==> src/rtl/pio_bus_bridge_pkg.sv <==
// Shared types and elaboration-time helpers for the parallel-I/O bus bridge.
package pio_bridge_pkg;

    typedef enum logic [2:0] {
        ST_PWRST,
        ST_IDLE,
        ST_SETUP,
        ST_STROBE,
        ST_HOLD,
        ST_RECOVER
    } PioState_t;

    // One phase counter serves every timed phase, so it must hold the largest reload value.
    function automatic int phaseCntWidth(input int setupCyc, input int strobeCyc,
                                         input int recoveryCyc, input int pwrstCyc);
        int m;
        m = setupCyc;
        if (strobeCyc > m) m = strobeCyc;
        if (recoveryCyc > m) m = recoveryCyc;
        if (pwrstCyc > m) m = pwrstCyc;
        return $clog2(m + 1);
    endfunction

    function automatic int beatCount(input int busDw, input int ioDw);
        return busDw / ioDw;
    endfunction

    function automatic bit paramsLegal(input int busDw, input int ioDw,
                                       input int strobeCyc, input int pwrstCyc);
        return (ioDw > 0) && (busDw % ioDw == 0) && (strobeCyc >= 1) && (pwrstCyc >= 1);
    endfunction

endpackage

==> src/rtl/pio_bus_bridge_sync_2ff.sv <==
// Two-flop synchroniser for asynchronous level inputs; resets to zero.
module sync_2ff #(
    parameter int WIDTH = 1
) (
    input  logic             clk,
    input  logic             rst,
    input  logic [WIDTH-1:0] d_i,
    output logic [WIDTH-1:0] q_o
);

    logic [WIDTH-1:0] meta_q;

    always_ff @(posedge clk or posedge rst) begin
        if (rst) begin
            meta_q <= '0;
            q_o    <= '0;
        end else begin
            meta_q <= d_i;
            q_o    <= meta_q;
        end
    end

endmodule

==> src/rtl/pio_bus_bridge.sv <==
// Bridge from the internal request/response bus to a CS/IOR/IOW/CMD parallel-I/O
// device, with device power-on reset sequencing and interrupt synchronisation.
module pio_bus_bridge
    import pio_bridge_pkg::*;
#(
    parameter int BUS_DW           = 32,
    parameter int IO_DW            = 16,
    parameter int SETUP_CYC        = 1,
    parameter int STROBE_CYC       = 2,
    parameter int RECOVERY_CYC     = 5,
    parameter int PWRST_CYC        = 64,
    parameter bit INTR_ACTIVE_HIGH = 1'b1
) (
    input  logic              clk,
    input  logic              rst,
    input  logic              req_valid,
    output logic              req_ready,
    input  logic              req_write,
    input  logic              req_cmd,
    input  logic              req_wide,
    input  logic [BUS_DW-1:0] req_wdata,
    output logic              rsp_valid,
    output logic [BUS_DW-1:0] rsp_rdata,
    output logic              irq,
    output logic              io_pwrst_n,
    output logic              io_cs_n,
    output logic              io_ior_n,
    output logic              io_iow_n,
    output logic              io_cmd,
    output logic [IO_DW-1:0]  io_sd_o,
    output logic              io_sd_oe,
    input  logic [IO_DW-1:0]  io_sd_i,
    input  logic              io_intr
);

    localparam int BEATS  = beatCount(BUS_DW, IO_DW);
    localparam int BEAT_W = (BEATS > 1) ? $clog2(BEATS) : 1;
    localparam int CNT_W  = phaseCntWidth(SETUP_CYC, STROBE_CYC, RECOVERY_CYC, PWRST_CYC);

    if (!paramsLegal(BUS_DW, IO_DW, STROBE_CYC, PWRST_CYC)) begin : gIllegalParams
        $error("pio_bus_bridge: BUS_DW must be a multiple of IO_DW, STROBE_CYC and PWRST_CYC >= 1");
    end

    PioState_t         state_q, state_d;
    logic [CNT_W-1:0]  cnt_q, cnt_d;
    logic [BEAT_W-1:0] beat_q, beat_d;
    logic              write_q, write_d;
    logic              cmd_q, cmd_d;
    logic              wide_q, wide_d;
    logic [BUS_DW-1:0] wdata_q, wdata_d;
    logic [BUS_DW-1:0] rdata_q, rdata_d;
    logic              rspValid_q, rspValid_d;

    logic              lastBeat;
    logic              beatDone;
    logic              startBeat;
    logic              activePhase;
    logic [IO_DW-1:0]  wrSlice;
    logic              intrAsserted;

    assign req_ready = (state_q == ST_IDLE);
    assign rsp_valid = rspValid_q;
    assign rsp_rdata = rdata_q;
    assign lastBeat  = !wide_q || (beat_q == BEAT_W'(BEATS - 1));

    always_comb begin
        state_d    = state_q;
        cnt_d      = cnt_q;
        beat_d     = beat_q;
        write_d    = write_q;
        cmd_d      = cmd_q;
        wide_d     = wide_q;
        wdata_d    = wdata_q;
        rdata_d    = rdata_q;
        rspValid_d = 1'b0;
        beatDone   = 1'b0;
        startBeat  = 1'b0;

        case (state_q)
            ST_PWRST: begin
                if (cnt_q == '0) state_d = ST_IDLE;
                else             cnt_d   = cnt_q - 1'b1;
            end
            ST_IDLE: begin
                if (req_valid) begin
                    write_d   = req_write;
                    cmd_d     = req_cmd;
                    wide_d    = req_wide;
                    wdata_d   = req_wdata;
                    rdata_d   = '0;
                    beat_d    = '0;
                    startBeat = 1'b1;
                end
            end
            ST_SETUP: begin
                if (cnt_q == '0) begin
                    state_d = ST_STROBE;
                    cnt_d   = CNT_W'(STROBE_CYC - 1);
                end else begin
                    cnt_d = cnt_q - 1'b1;
                end
            end
            ST_STROBE: begin
                if (cnt_q == '0) state_d = ST_HOLD;
                else             cnt_d   = cnt_q - 1'b1;
            end
            ST_HOLD: begin
                // The pins lag the state by one cycle, so this edge ends the pin strobe.
                if (!write_q) rdata_d[beat_q*IO_DW +: IO_DW] = io_sd_i;
                if (RECOVERY_CYC == 0) begin
                    beatDone = 1'b1;
                end else begin
                    state_d = ST_RECOVER;
                    cnt_d   = CNT_W'(RECOVERY_CYC - 1);
                end
            end
            ST_RECOVER: begin
                if (cnt_q == '0) beatDone = 1'b1;
                else             cnt_d    = cnt_q - 1'b1;
            end
            default: state_d = ST_PWRST;
        endcase

        if (beatDone) begin
            if (lastBeat) begin
                state_d    = ST_IDLE;
                rspValid_d = 1'b1;
            end else begin
                beat_d    = beat_q + 1'b1;
                startBeat = 1'b1;
            end
        end

        if (startBeat) begin
            if (SETUP_CYC == 0) begin
                state_d = ST_STROBE;
                cnt_d   = CNT_W'(STROBE_CYC - 1);
            end else begin
                state_d = ST_SETUP;
                cnt_d   = CNT_W'(SETUP_CYC - 1);
            end
        end
    end

    always_ff @(posedge clk or posedge rst) begin
        if (rst) begin
            state_q    <= ST_PWRST;
            cnt_q      <= CNT_W'(PWRST_CYC - 1);
            beat_q     <= '0;
            write_q    <= 1'b0;
            cmd_q      <= 1'b0;
            wide_q     <= 1'b0;
            wdata_q    <= '0;
            rdata_q    <= '0;
            rspValid_q <= 1'b0;
        end else begin
            state_q    <= state_d;
            cnt_q      <= cnt_d;
            beat_q     <= beat_d;
            write_q    <= write_d;
            cmd_q      <= cmd_d;
            wide_q     <= wide_d;
            wdata_q    <= wdata_d;
            rdata_q    <= rdata_d;
            rspValid_q <= rspValid_d;
        end
    end

    assign activePhase = (state_q == ST_SETUP) || (state_q == ST_STROBE) || (state_q == ST_HOLD);
    assign wrSlice     = wdata_q[beat_q*IO_DW +: IO_DW];

    // Device pins are registered from the current phase; read data never reaches io_sd_o.
    always_ff @(posedge clk or posedge rst) begin
        if (rst) begin
            io_pwrst_n <= 1'b0;
            io_cs_n    <= 1'b1;
            io_ior_n   <= 1'b1;
            io_iow_n   <= 1'b1;
            io_cmd     <= 1'b0;
            io_sd_o    <= '0;
            io_sd_oe   <= 1'b0;
        end else begin
            io_pwrst_n <= (state_d != ST_PWRST);
            io_cs_n    <= !activePhase;
            io_ior_n   <= !((state_q == ST_STROBE) && !write_q);
            io_iow_n   <= !((state_q == ST_STROBE) && write_q);
            io_sd_oe   <= activePhase && write_q;
            if (activePhase) io_cmd <= cmd_q;
            if (activePhase && write_q) io_sd_o <= wrSlice;
        end
    end

    assign intrAsserted = INTR_ACTIVE_HIGH ? io_intr : !io_intr;

    sync_2ff #(
        .WIDTH(1)
    ) u_intrSync (
        .clk(clk),
        .rst(rst),
        .d_i(intrAsserted),
        .q_o(irq)
    );

endmodule

==> config.mk <==
export PLATFORM = sky130hd
export DESIGN_NAME = pio_bus_bridge
export DESIGN_NICKNAME = d
export VERILOG_FILES = /design/src/rtl/pio_bus_bridge_pkg.sv /design/src/rtl/pio_bus_bridge_sync_2ff.sv /design/src/rtl/pio_bus_bridge.sv
export SDC_FILE = /design/constraint.sdc
export NUM_CORES = 1
export LEC_CHECK = 0
export BUFFER_PORTS_ARGS = -buffer_cell sky130_fd_sc_hd__buf_4
export CORE_MARGIN = 2
export CORE_UTILIZATION = 50
export DETAILED_ROUTE_END_ITERATION = 10
export HOLD_SLACK_MARGIN = 0.06
export PLACE_DENSITY = 0.76
export REMOVE_ABC_BUFFERS = 1
export SYNTH_ARGS = -nofsm -noshare
export SYNTH_HDL_FRONTEND = slang
export SYNTH_SLANG_ARGS = --single-unit
==> constraint.sdc <==
create_clock -name clk -period 9.1 [get_ports clk]
set_input_delay 0.91 -clock clk [delete_from_list [all_inputs] [get_ports clk]]
set_output_delay 0.91 -clock clk [all_outputs]
set_load 0.005 [all_outputs]
==> results of run 1 <==
metal layers:
metal,up-vias,part of all wire [%]
met4,0,1.4
met1,1550,42
met2,98,48
met3,13,7.9
li1,1585,-
met5,-,0
path summary, 6_finish.rpt:
check / from / end / cells past startpoint
worst max-delay path: beat_q / rsp_rdata[3] / 3
worst min-delay path: u_intrSync.meta_q / u_intrSync.q_o / 0
worst max register to register: beat_q / rsp_rdata[3] / 3
worst min register to register: u_intrSync.meta_q / u_intrSync.q_o / 0
max in group asynchronous: rst / cnt_q[6] / 3
min in group asynchronous: rst / wdata_q[16] / 2
layout make-up:
type,instances,area [sq um],area share (%)
clock buffers,11,151,2.74
clock inverters,5,47.5,0.861
inverters,10,40.0,0.725
multi-input cells,268,1710,30.9
flip-flops and latches,103,2590,46.9
well taps,108,135,2.45
repair buffers,114,856,15.5
cells by family (layout without fill, tap and decap cells):
group | Yosys count | in the layout
adder cells (fa/ha/maj) | 1 | 1
multiplexers | 53 | 53
AND/OR/NAND/NOR | 128 | 128
AO/OA/AOI/OAI | 84 | 84
buffers and inverters | 32 | 140
flip-flops | 103 | 103
XOR/XNOR | 2 | 2
through the flow:
stage,total power [W],hold WS (ns),utilization (%)
after floorplan,0.00112,0.331,-
final,0.00162,0.357,64.0
after detailed placement,0.00136,0.336,61.7
after CTS,0.00164,0.360,64.0
after global placement,0.00132,0.334,61.7
after global routing,0.00176,0.367,64.0
state kept, by name, indices dropped and copies added, names as in the netlist, 3 cells and up:
register   count
io_sd_o       16
state_q        3
rsp_rdata     32
wdata_q       32
cnt_q          7
power by group:
group / leakage, nW / internal (W) / switching, W
combinational: 1.12 / 0.000299 / 0.000283
sequential: 1.29 / 0.000634 / 0.000127
clock: 0.100 / 0.000120 / 0.000161
layout by cell type (no fill, tap or decap), drive strengths merged, types with 3 or more instances in the layout:
cell and count:
buf 114, dfrtp 94, nand2 88, o21ai 52, mux2 36, mux2i 17, nor2 13, inv 13
clkbuf 11, dfstp 9, a21oi 5, nand2b 4, nor3 4, a22oi 3, o22ai 3, a22o 3
o32ai 3, o21bai 3
critical path, cell delays in order, from the launching register on:
cell and delay (ns):
dfrtp_1 1.04, nor4_1 0.17, o21bai_2 0.95, o21ai_1 0.21
==> results.py, run 1 <==
metrics = {
    "worst_setup_path": {
        "regToRegSetupSlack_ns": 6.56,
        "crit_arrival_ns": 2.74,
        "path_class": "register to register",
        "cp_data_required_time_ns": 9.30,
        "worst-path-max-fanout": 32,
        "cp-end-kind": "register",
        "cp-start-kind": "register",
    },
    "placed_design": {
        "dp_cells": 603,
        "dp_slack_ns": 6.50,
        "portBuffers": 111,
        "dp_hpwl_mm": 6.52,
        "placed_area_sq_um": 5330,
        "place.gp.congestion": 0.766,
    },
    "yosys": {
        "synth.area.mux_share_pct": 13.0,
        "netlist_area_sq_um": 4420,
        "synth_top_area_share_pct": 53.2,
        "synth_cell_types": 49,
        "synth-adder-area-share_pct": 0.283,
        "netlist_instances": 403,
        "ys.warnings.count": 0,
        "synth_common_cells": "dfrtp_1 (94), nand2_1 (88), o21ai_1 (48)",
        "synth_area_leaders": "dfrtp_1 (53%), mux2_1 (8.9%), nand2_1 (7.5%), o21ai_1 (5.4%), dfstp_2 (5.3%)",
        "ys_seq_elements": 103,
        "avgSynthCellArea_sq_um": 11.0,
        "yosys.area_share.simple_pct": 13.2,
        "yosysTopAreaCell": "dfrtp_1",
        "ys_seq_area_share_pct": 58.5,
        "synth_flop_cell": "dfrtp_1",
        "synth_top_family_by_area": "simple AND/OR/NAND/NOR gates",
        "synthXorXnorAreaFrac_pct": 0.566,
        "synthArstFlopShare_pct": 100,
        "synth_most_common_cell": "dfrtp_1",
        "synth-compound-area-share_pct": 11.4,
        "synth-edff-count": 0,
    },
    "floorplan": {
        "die_area_sq_um": 9610,
        "die-width_microns": 98.1,
        "pin_count": 112,
        "coreArea_sq_um": 8640,
        "start_util_pct": 51.2,
        "die-height_microns": 98.1,
        "rows": 34,
    },
    "timing": {
        "slew_viol_final": 0,
        "relSlewSlack_pct": 20.8,
        "min_period_ns": 2.54,
        "setup_violations": 0,
        "finalHoldViolations": 0,
        "finalSetupTns_ns": 0,
        "fmax_mhz": 394,
        "worst_pin_slew_ns": 1.19,
        "post-route-period-util_pct": 27.9,
        "finalClockSkew_ns": 0.0104,
        "setup_ws_ns": 6.56,
        "rsz0062_at_grt": "no",
    },
    "power_and_ir_drop": {
        "p_leak_nw": 2.51,
        "power-per-cell-area_nw_per_um2": 294,
        "irDropWorstVdd_mv": 0.157,
    },
    "drt": {
        "num_vias": 3246,
        "routed_wl_mm": 9.25,
        "dr.pass1.iters": 4,
        "detail_route.wl_per_cell_microns": 14.9,
        "drc": 0,
        "antenna_left": 0,
        "viasPerCell": 5.24,
        "initialDrtViolationCount": 116,
    },
    "cts": {
        "cts_max_path_buffers": 2,
        "clock_sinks": 103,
        "clk_pin_slew_worst_paths_ns": 0.11,
        "clock_latency_ns": 0.36,
        "post_cts_buffers": 0,
        "cts_made_buffers": 9,
        "clockRootBuffer": "clkbuf_8",
        "holdBufCountCts": 0,
        "cts_resized": 0,
        "htree_levels": 3,
        "cts_tree": "done",
    },
    "job": {
        "max_cap_viol_count": 0,
    },
    "global_routing": {
        "grt_pass1_vias": 3320,
        "grt.total_usage_pct": 20.5,
        "top_usage_layer": "met2",
        "grt_overflow": 0,
        "grt_pass1_wl_mm": 15.9,
        "use_met1_pct": 27.0,
        "grt_use_met2_pct": 32.8,
        "met3_usage_pct": 6.08,
        "grt_max_degree": 88,
        "antenna_found_initial": 0,
    },
    "run_status": {
        "status": "complete, no violations",
    },
    "finish": {
        "nets": 562,
        "num_antenna_cells": 0,
        "instances_no_fill": 619,
        "area_growth_pct": 24.9,
        "nFillCells": 713,
        "drive_gt1_share_pct": 29.9,
        "design_area_sq_um": 5530,
    },
    "min_path": {
        "hp-class": "register to register",
    },
}
Note: power is estimated with default switching activity, not from simulation.
==> inputs of run 2 (changes only) <==
--- a/config.mk
+++ b/config.mk
@@ -5,9 +5,10 @@
 export SDC_FILE = /design/constraint.sdc
 export NUM_CORES = 1
 export LEC_CHECK = 0
+export ABC_AREA = 1
 export BUFFER_PORTS_ARGS = -buffer_cell sky130_fd_sc_hd__buf_4
 export CORE_MARGIN = 2
-export CORE_UTILIZATION = 50
+export CORE_UTILIZATION = 48
 export DETAILED_ROUTE_END_ITERATION = 10
 export HOLD_SLACK_MARGIN = 0.06
 export PLACE_DENSITY = 0.76
==> constraint.sdc (replaced) <==
create_clock -name clk -period 2.1 [get_ports clk]
set_input_delay 0.21 -clock clk [delete_from_list [all_inputs] [get_ports clk]]
set_output_delay 0.21 -clock clk [all_outputs]
set_load 0.005 [all_outputs]
==> run 2 against run 1 <==
Effect of this change:
- combinational power down 69%
- global-route usage grew 1.8 points
- non-clock buffer count is 40 higher
- die area grew 4.1%
- flip-flop and latch count is the same
- area after synthesis about the same
- cell area increased by 5.8%
- critical path depth is 6 higher
- maximum frequency is 37% higher
- via count rose by 22%
- clock skew fell by 0.0032 ns
- sequential power increased to 2.6 times the previous value
- largest cell class unchanged
==> results.py, run 2 <==
metrics = {
    "run_status": {
        "status": "complete, no violations",
    },
    "floorplan": {
        "die_area_sq_um": 10000,
        "pin_count": 112,
        "start_util_pct": 48.6,
        "rows": 35,
        "die-width_microns": 100,
        "coreArea_sq_um": 9110,
        "die-height_microns": 100,
    },
    "drt": {
        "wl_met3_microns": 678,
        "detail_route.wl_per_cell_microns": 14.0,
        "viasPerCell": 5.21,
        "wl_met1_mm": 4.75,
        "routed_wl_mm": 10.7,
        "num_vias": 3963,
        "drc": 0,
        "wl_met2_mm": 5.14,
        "antenna_left": 0,
        "highest_layer": "met4",
        "dr.pass1.iters": 5,
        "initialDrtViolationCount": 242,
    },
    "worst_setup_path": {
        "worstRegToRegCells": 9,
        "r2r_end": "rsp_rdata[21]",
        "regToRegSetupSlack_ns": 0.24,
        "path_class": "register to register",
        "cp-start-kind": "register",
        "crit_slowest_cell": "dfrtp_1",
        "max_stage_delay_ns": 0.46,
        "worst-path-max-fanout": 16,
        "cp_data_required_time_ns": 2.39,
        "cp-end-kind": "register",
        "endpoint": "rsp_rdata[21]",
        "path_cells": "inv_2 > nand2_2 > nor2_4 > inv_4 > o21ai_2 > inv_2 > nor2_4 > nand3_1 > nand2_1",
        "rr_startpoint": "state_q[1]",
        "startpoint": "state_q[1]",
        "crit_arrival_ns": 2.15,
    },
    "cts": {
        "clock_sinks": 103,
        "cts_tree": "done",
        "clockRootBuffer": "clkbuf_8",
        "clk_pin_slew_worst_paths_ns": 0.10,
        "clock_latency_ns": 0.35,
        "holdBufCountCts": 32,
        "cts_max_path_buffers": 2,
        "cts_resized": 0,
        "htree_levels": 3,
        "post_cts_buffers": 0,
        "cts_made_buffers": 9,
    },
    "timing": {
        "whs_ns": 0.0683,
        "relSlewSlack_pct": 67.3,
        "finalClockSkew_ns": 0.00723,
        "finalSetupTns_ns": 0,
        "slew_viol_final": 0,
        "setup_violations": 0,
        "worst_pin_slew_ns": 0.491,
        "rsz0062_at_grt": "no",
        "fmax_mhz": 538,
        "min_period_ns": 1.86,
        "post-route-period-util_pct": 88.5,
        "finalHoldViolations": 0,
    },
    "power_and_ir_drop": {
        "irDropWorstVdd_mv": 0.350,
        "seq_power_share_pct": 60.0,
        "p_comb_share_pct": 5.4,
        "power.internal_w": 0.00256,
        "p_leak_nw": 3.19,
        "power-per-cell-area_nw_per_um2": 566,
        "power_frac_clock_pct": 34.6,
        "switching_power_w": 0.000743,
        "power.share.switching_pct": 22.5,
    },
    "yosys": {
        "netlist_instances": 505,
        "synth_most_common_cell": "nand2_1",
        "synth_area_leaders": "dfrtp_1 (53%), nand2_1 (17%), dfstp_2 (5.3%), nand3_1 (4.5%), o21ai_0 (3.7%)",
        "yosysTopAreaCell": "dfrtp_1",
        "ys_seq_elements": 103,
        "netlist_area_sq_um": 4430,
        "synth-edff-count": 0,
        "synth_top_area_share_pct": 53.1,
        "synth_flop_cell": "dfrtp_1",
        "ys.warnings.count": 0,
        "synthArstFlopShare_pct": 100,
        "ys_seq_area_share_pct": 58.5,
        "avgSynthCellArea_sq_um": 8.77,
        "synth_cell_types": 33,
        "synth_common_cells": "nand2_1 (198), dfrtp_1 (94), nand3_1 (40)",
    },
    "global_routing": {
        "grt_max_degree": 51,
        "grt.total_usage_pct": 22.2,
        "antenna_found_initial": 0,
        "grt_pass1_vias": 3919,
        "grt_pass1_wl_mm": 18.0,
        "grt_overflow": 0,
    },
    "finish": {
        "num_antenna_cells": 0,
        "instances_no_fill": 761,
        "drive_gt1_share_pct": 25.2,
        "final_cell_mix": "nand2_1 (198), buf_4 (121), dfrtp_1 (94), nand3_1 (40)",
        "nets": 702,
        "design_area_sq_um": 5850,
        "nFillCells": 753,
        "area_growth_pct": 32.1,
        "final_common_cell": "nand2_1",
        "finish.utilization_pct": 64.2,
    },
    "placed_design": {
        "dp_cells": 714,
        "dp_hpwl_mm": 6.93,
        "placed_area_sq_um": 5350,
        "portBuffers": 111,
        "place.gp.congestion": 0.880,
    },
    "job": {
        "max_cap_viol_count": 0,
    },
    "min_path": {
        "hp-class": "primary input to register",
    },
}
## run 2: changes by cell type after synthesis, moves of 8 or more
cell and delta:
mux2i_1 -17, nor2_1 +22, a31oi_1 +14, mux2_1 -35
o21ai_1 -36, nand3_1 +38, inv_1 +8, o21ai_0 +29
nand2_1 +110
## run 2: worst min-delay path by stage
stage	start	endpoint	slack, ns	depth (start not counted)
after global routing	req_wdata[18]	wdata_q[18]	0.06	3
after CTS	req_cmd	cmd_q	0.06	3
after floorplan	io_intr	u_intrSync.meta_q	0.24	0
final	req_write	write_q	0.07	3
after global placement	rst	rsp_rdata[19]	0.28	2
after detailed placement	rst	rsp_rdata[2]	0.29	2
## run 2: metrics by stage
| step | worst slack [ns] | total power [W] |
|---|---|---|
| 2_1_floorplan | -0.799 | 0.00205 |
| 3_3_place_gp | 0.330 | 0.00215 |
| 3_5_place_dp | 0.279 | 0.00216 |
| 4_1_cts | 0.258 | 0.00334 |
| 5_1_grt | 0.0900 | 0.00343 |
| 6_report | 0.242 | 0.00331 |
## run 2: cell type report
type	instances	area (sq um)	area share (%)
repair buffers	154	1250	21.4
flip-flops and latches	103	2590	44.3
well taps	111	139	2.38
clock buffers	10	138	2.35
inverters	21	83.8	1.43
multi-input cells	357	1610	27.5
clock inverters	5	41.3	0.706
## run 2: routing by layer
layer / global-route usage (%) / vias up
li1: - / 1899
met1: 29.8 / 1902
met2: 36.9 / 149
met3: 4.53 / 13
met4: 6.64 / 0
met5: 0 / -
## run 2: critical path, delay by kind of cell, from the launching register on
kind	cells	cell delay, ns
AOI/OAI and AO/OA	1	0.14
DFF	1	0.46
buffers and inverters	3	0.33
and+or+nand+nor	5	0.86
## run 2: logic make-up after synthesis
logic type      after synthesis  synth area share (%)
buf+inv                      45                  5.23
compound gates               66                  8.20
fa+ha+maj                     1                 0.283
simple gates                287                  27.2
xor+xnor                      3                 0.594
flops                       103                  58.5
## run 2: power by group through the flow
stage                     sequential (W)  clock, W  combinational, W
after floorplan                  0.00202         0         0.0000290
after global placement           0.00202         0          0.000131
after detailed placement         0.00202         0          0.000132
after CTS                        0.00199   0.00117          0.000179
after global routing             0.00199   0.00125          0.000195
final                            0.00199   0.00114          0.000179
==> inputs of run 3 (changes only) <==
--- a/config.mk
+++ b/config.mk
@@ -10,6 +10,7 @@
 export CORE_MARGIN = 2
 export CORE_UTILIZATION = 48
 export DETAILED_ROUTE_END_ITERATION = 10
+export GPL_TIMING_DRIVEN = 0
 export HOLD_SLACK_MARGIN = 0.06
 export PLACE_DENSITY = 0.76
 export REMOVE_ABC_BUFFERS = 1
==> run 3 against run 2 <==
Effect of this change:
- via count up 0.91%
- global-route usage up 0.37 points
- first-iteration DRC count up 4.1%
- clock power about the same
- cell count up 0.39%
- die area unchanged
- non-clock buffer count down 1
- critical path type unchanged
- critical endpoint is now rsp_rdata[23]
- largest cell class unchanged
==> results.py, run 3 (synthesis gave the netlist of run 2 again) <==
metrics = {
    "timing": {
        "min_period_ns": 1.98,
        "worst_pin_slew_ns": 0.749,
        "relSlewSlack_pct": 49.9,
        "fmax_mhz": 505,
        "rsz0062_at_grt": "no",
        "whs_ns": 0.0782,
        "slew_viol_final": 0,
        "finalHoldViolations": 0,
        "post-route-period-util_pct": 94.3,
        "finalClockSkew_ns": 0.00589,
        "setup_violations": 0,
    },
    "drt": {
        "num_vias": 3999,
        "routed_wl_mm": 11.1,
        "wl_met3_microns": 908,
        "viasPerCell": 5.23,
        "dr.pass1.iters": 5,
        "initialDrtViolationCount": 252,
        "antenna_left": 0,
        "highest_layer": "met4",
        "detail_route.wl_per_cell_microns": 14.5,
        "drc": 0,
        "wl_met2_mm": 5.32,
        "wl_met1_mm": 4.76,
    },
    "power_and_ir_drop": {
        "power_frac_clock_pct": 35.0,
        "total_power_w": 0.00334,
        "power-per-cell-area_nw_per_um2": 562,
        "switching_power_w": 0.000768,
        "power.internal_w": 0.00257,
        "p_comb_share_pct": 5.6,
        "seq_power_share_pct": 59.4,
        "p_leak_nw": 3.18,
        "power.share.switching_pct": 23.0,
        "irDropWorstVdd_mv": 0.298,
    },
    "worst_setup_path": {
        "path_class": "register to register",
        "cp_data_required_time_ns": 2.35,
        "cp-start-kind": "register",
        "cp-end-kind": "register",
        "worst-path-max-fanout": 33,
        "worst_path_most_repeated_cell": "nor2_4",
        "crit_slowest_cell": "nor2_4",
        "path_cells": "inv_2 > nand2_2 > nor2_4 > inv_4 > nor2_4 > nor2_4 > buf_12 > nand3_1 > nand2_1",
        "max_stage_delay_ns": 0.58,
        "crit_arrival_ns": 2.23,
    },
    "finish": {
        "finish.utilization_pct": 65.2,
        "final_cell_mix": "nand2_1 (198), buf_4 (112), dfrtp_1 (93), nand3_1 (40), dlygate4sd3_1 (37)",
        "design_area_sq_um": 5940,
        "nets": 704,
        "num_antenna_cells": 0,
        "instances_no_fill": 764,
        "area_growth_pct": 34.3,
        "drive_gt1_share_pct": 25.3,
        "final_common_cell": "nand2_1",
    },
    "floorplan": {
        "die-width_microns": 100,
        "coreArea_sq_um": 9110,
        "die-height_microns": 100,
        "pin_count": 112,
        "die_area_sq_um": 10000,
        "rows": 35,
        "start_util_pct": 48.6,
    },
    "placed_design": {
        "placed_area_sq_um": 5280,
        "place.gp.congestion": 0.814,
        "dp_cells": 704,
        "portBuffers": 111,
        "dp_hpwl_mm": 6.66,
    },
    "global_routing": {
        "grt_pass1_wl_mm": 17.8,
        "grt.total_usage_pct": 22.6,
        "antenna_found_initial": 0,
        "grt_pass1_vias": 3850,
        "grt_max_degree": 54,
        "grt_overflow": 0,
    },
    "run_status": {
        "status": "complete, no violations",
    },
    "cts": {
        "htree_levels": 3,
        "clk_pin_slew_worst_paths_ns": 0.10,
        "clock_latency_ns": 0.36,
        "cts_max_path_buffers": 2,
        "cts_made_buffers": 9,
        "clock_sinks": 103,
        "clockRootBuffer": "clkbuf_8",
        "cts_tree": "done",
    },
    "job": {
        "max_cap_viol_count": 0,
    },
    "min_path": {
        "hp-class": "primary input to register",
    },
}
run 3: cell type report:
cell class              count  area [sq um]
clock inverters             5          40.0
well taps                 111           139
inverters                  21          91.3
fillers                   736          3170
clock buffers              11           141
flip-flops and latches    103          2590
multi-input cells         358          1630
repair inverters            2          12.5
repair buffers            153          1300
run 3: power groups by stage:
stage | Clock [W] | Combinational (W) | Sequential [W]
3_3_place_gp | 0 | 0.000123 | 0.00202
3_5_place_dp | 0 | 0.000132 | 0.00202
4_1_cts | 0.00119 | 0.000188 | 0.00199
2_1_floorplan | 0 | 0.0000290 | 0.00202
5_1_grt | 0.00129 | 0.000204 | 0.00199
6_report | 0.00117 | 0.000186 | 0.00199
run 3: what timing repair did:
| action | in CTS | in global routing |
|---|---|---|
| cloned | 2 | 1 |
| hold buffers | 37 | 0 |
| buffers inserted | 2 | 2 |
| gates resized for setup | 7 | 2 |
| pin swaps | 1 | 2 |
| setup endpoints to repair | 88 | 34 |
| hold endpoints to repair | 85 | 0 |
run 3: metal layers:
metal	vias up	GRT usage, %
met2	169	38.5
li1	1909	-
met3	14	4.94
met5	-	0
met1	1907	29.5
met4	0	6.11
run 3: per-stage QoR:
stage	setup slack (ns)	TNS, ns
CTS	0.0813	0
global route	0.00197	0
global placement	-1.90	-219.41
detailed placement	-1.05	-36.86
finish	0.120	0
floorplan	-0.799	-75.95
run 3: final timing paths:
| check | from | end | slack, ns | depth (start not counted) |
|---|---|---|---|---|
| max in group asynchronous | rst | io_ior_n | 0.84 | 4 |
| max | state_q[1] | rsp_rdata[23] | 0.12 | 9 |
| min | io_sd_i[6] | rsp_rdata[22] | 0.08 | 3 |
| max reg2reg | state_q[1] | rsp_rdata[23] | 0.12 | 9 |
| min in group asynchronous | rst | io_sd_oe | 0.50 | 3 |
| min reg2reg | u_intrSync.meta_q | u_intrSync.q_o | 0.40 | 0 |
run 3: critical path: cells and delay by family (launching register included):
kind	cells	cell delay, ns
and+or+nand+nor	6	1.00
buffers and inverters	3	0.41
DFF	1	0.46
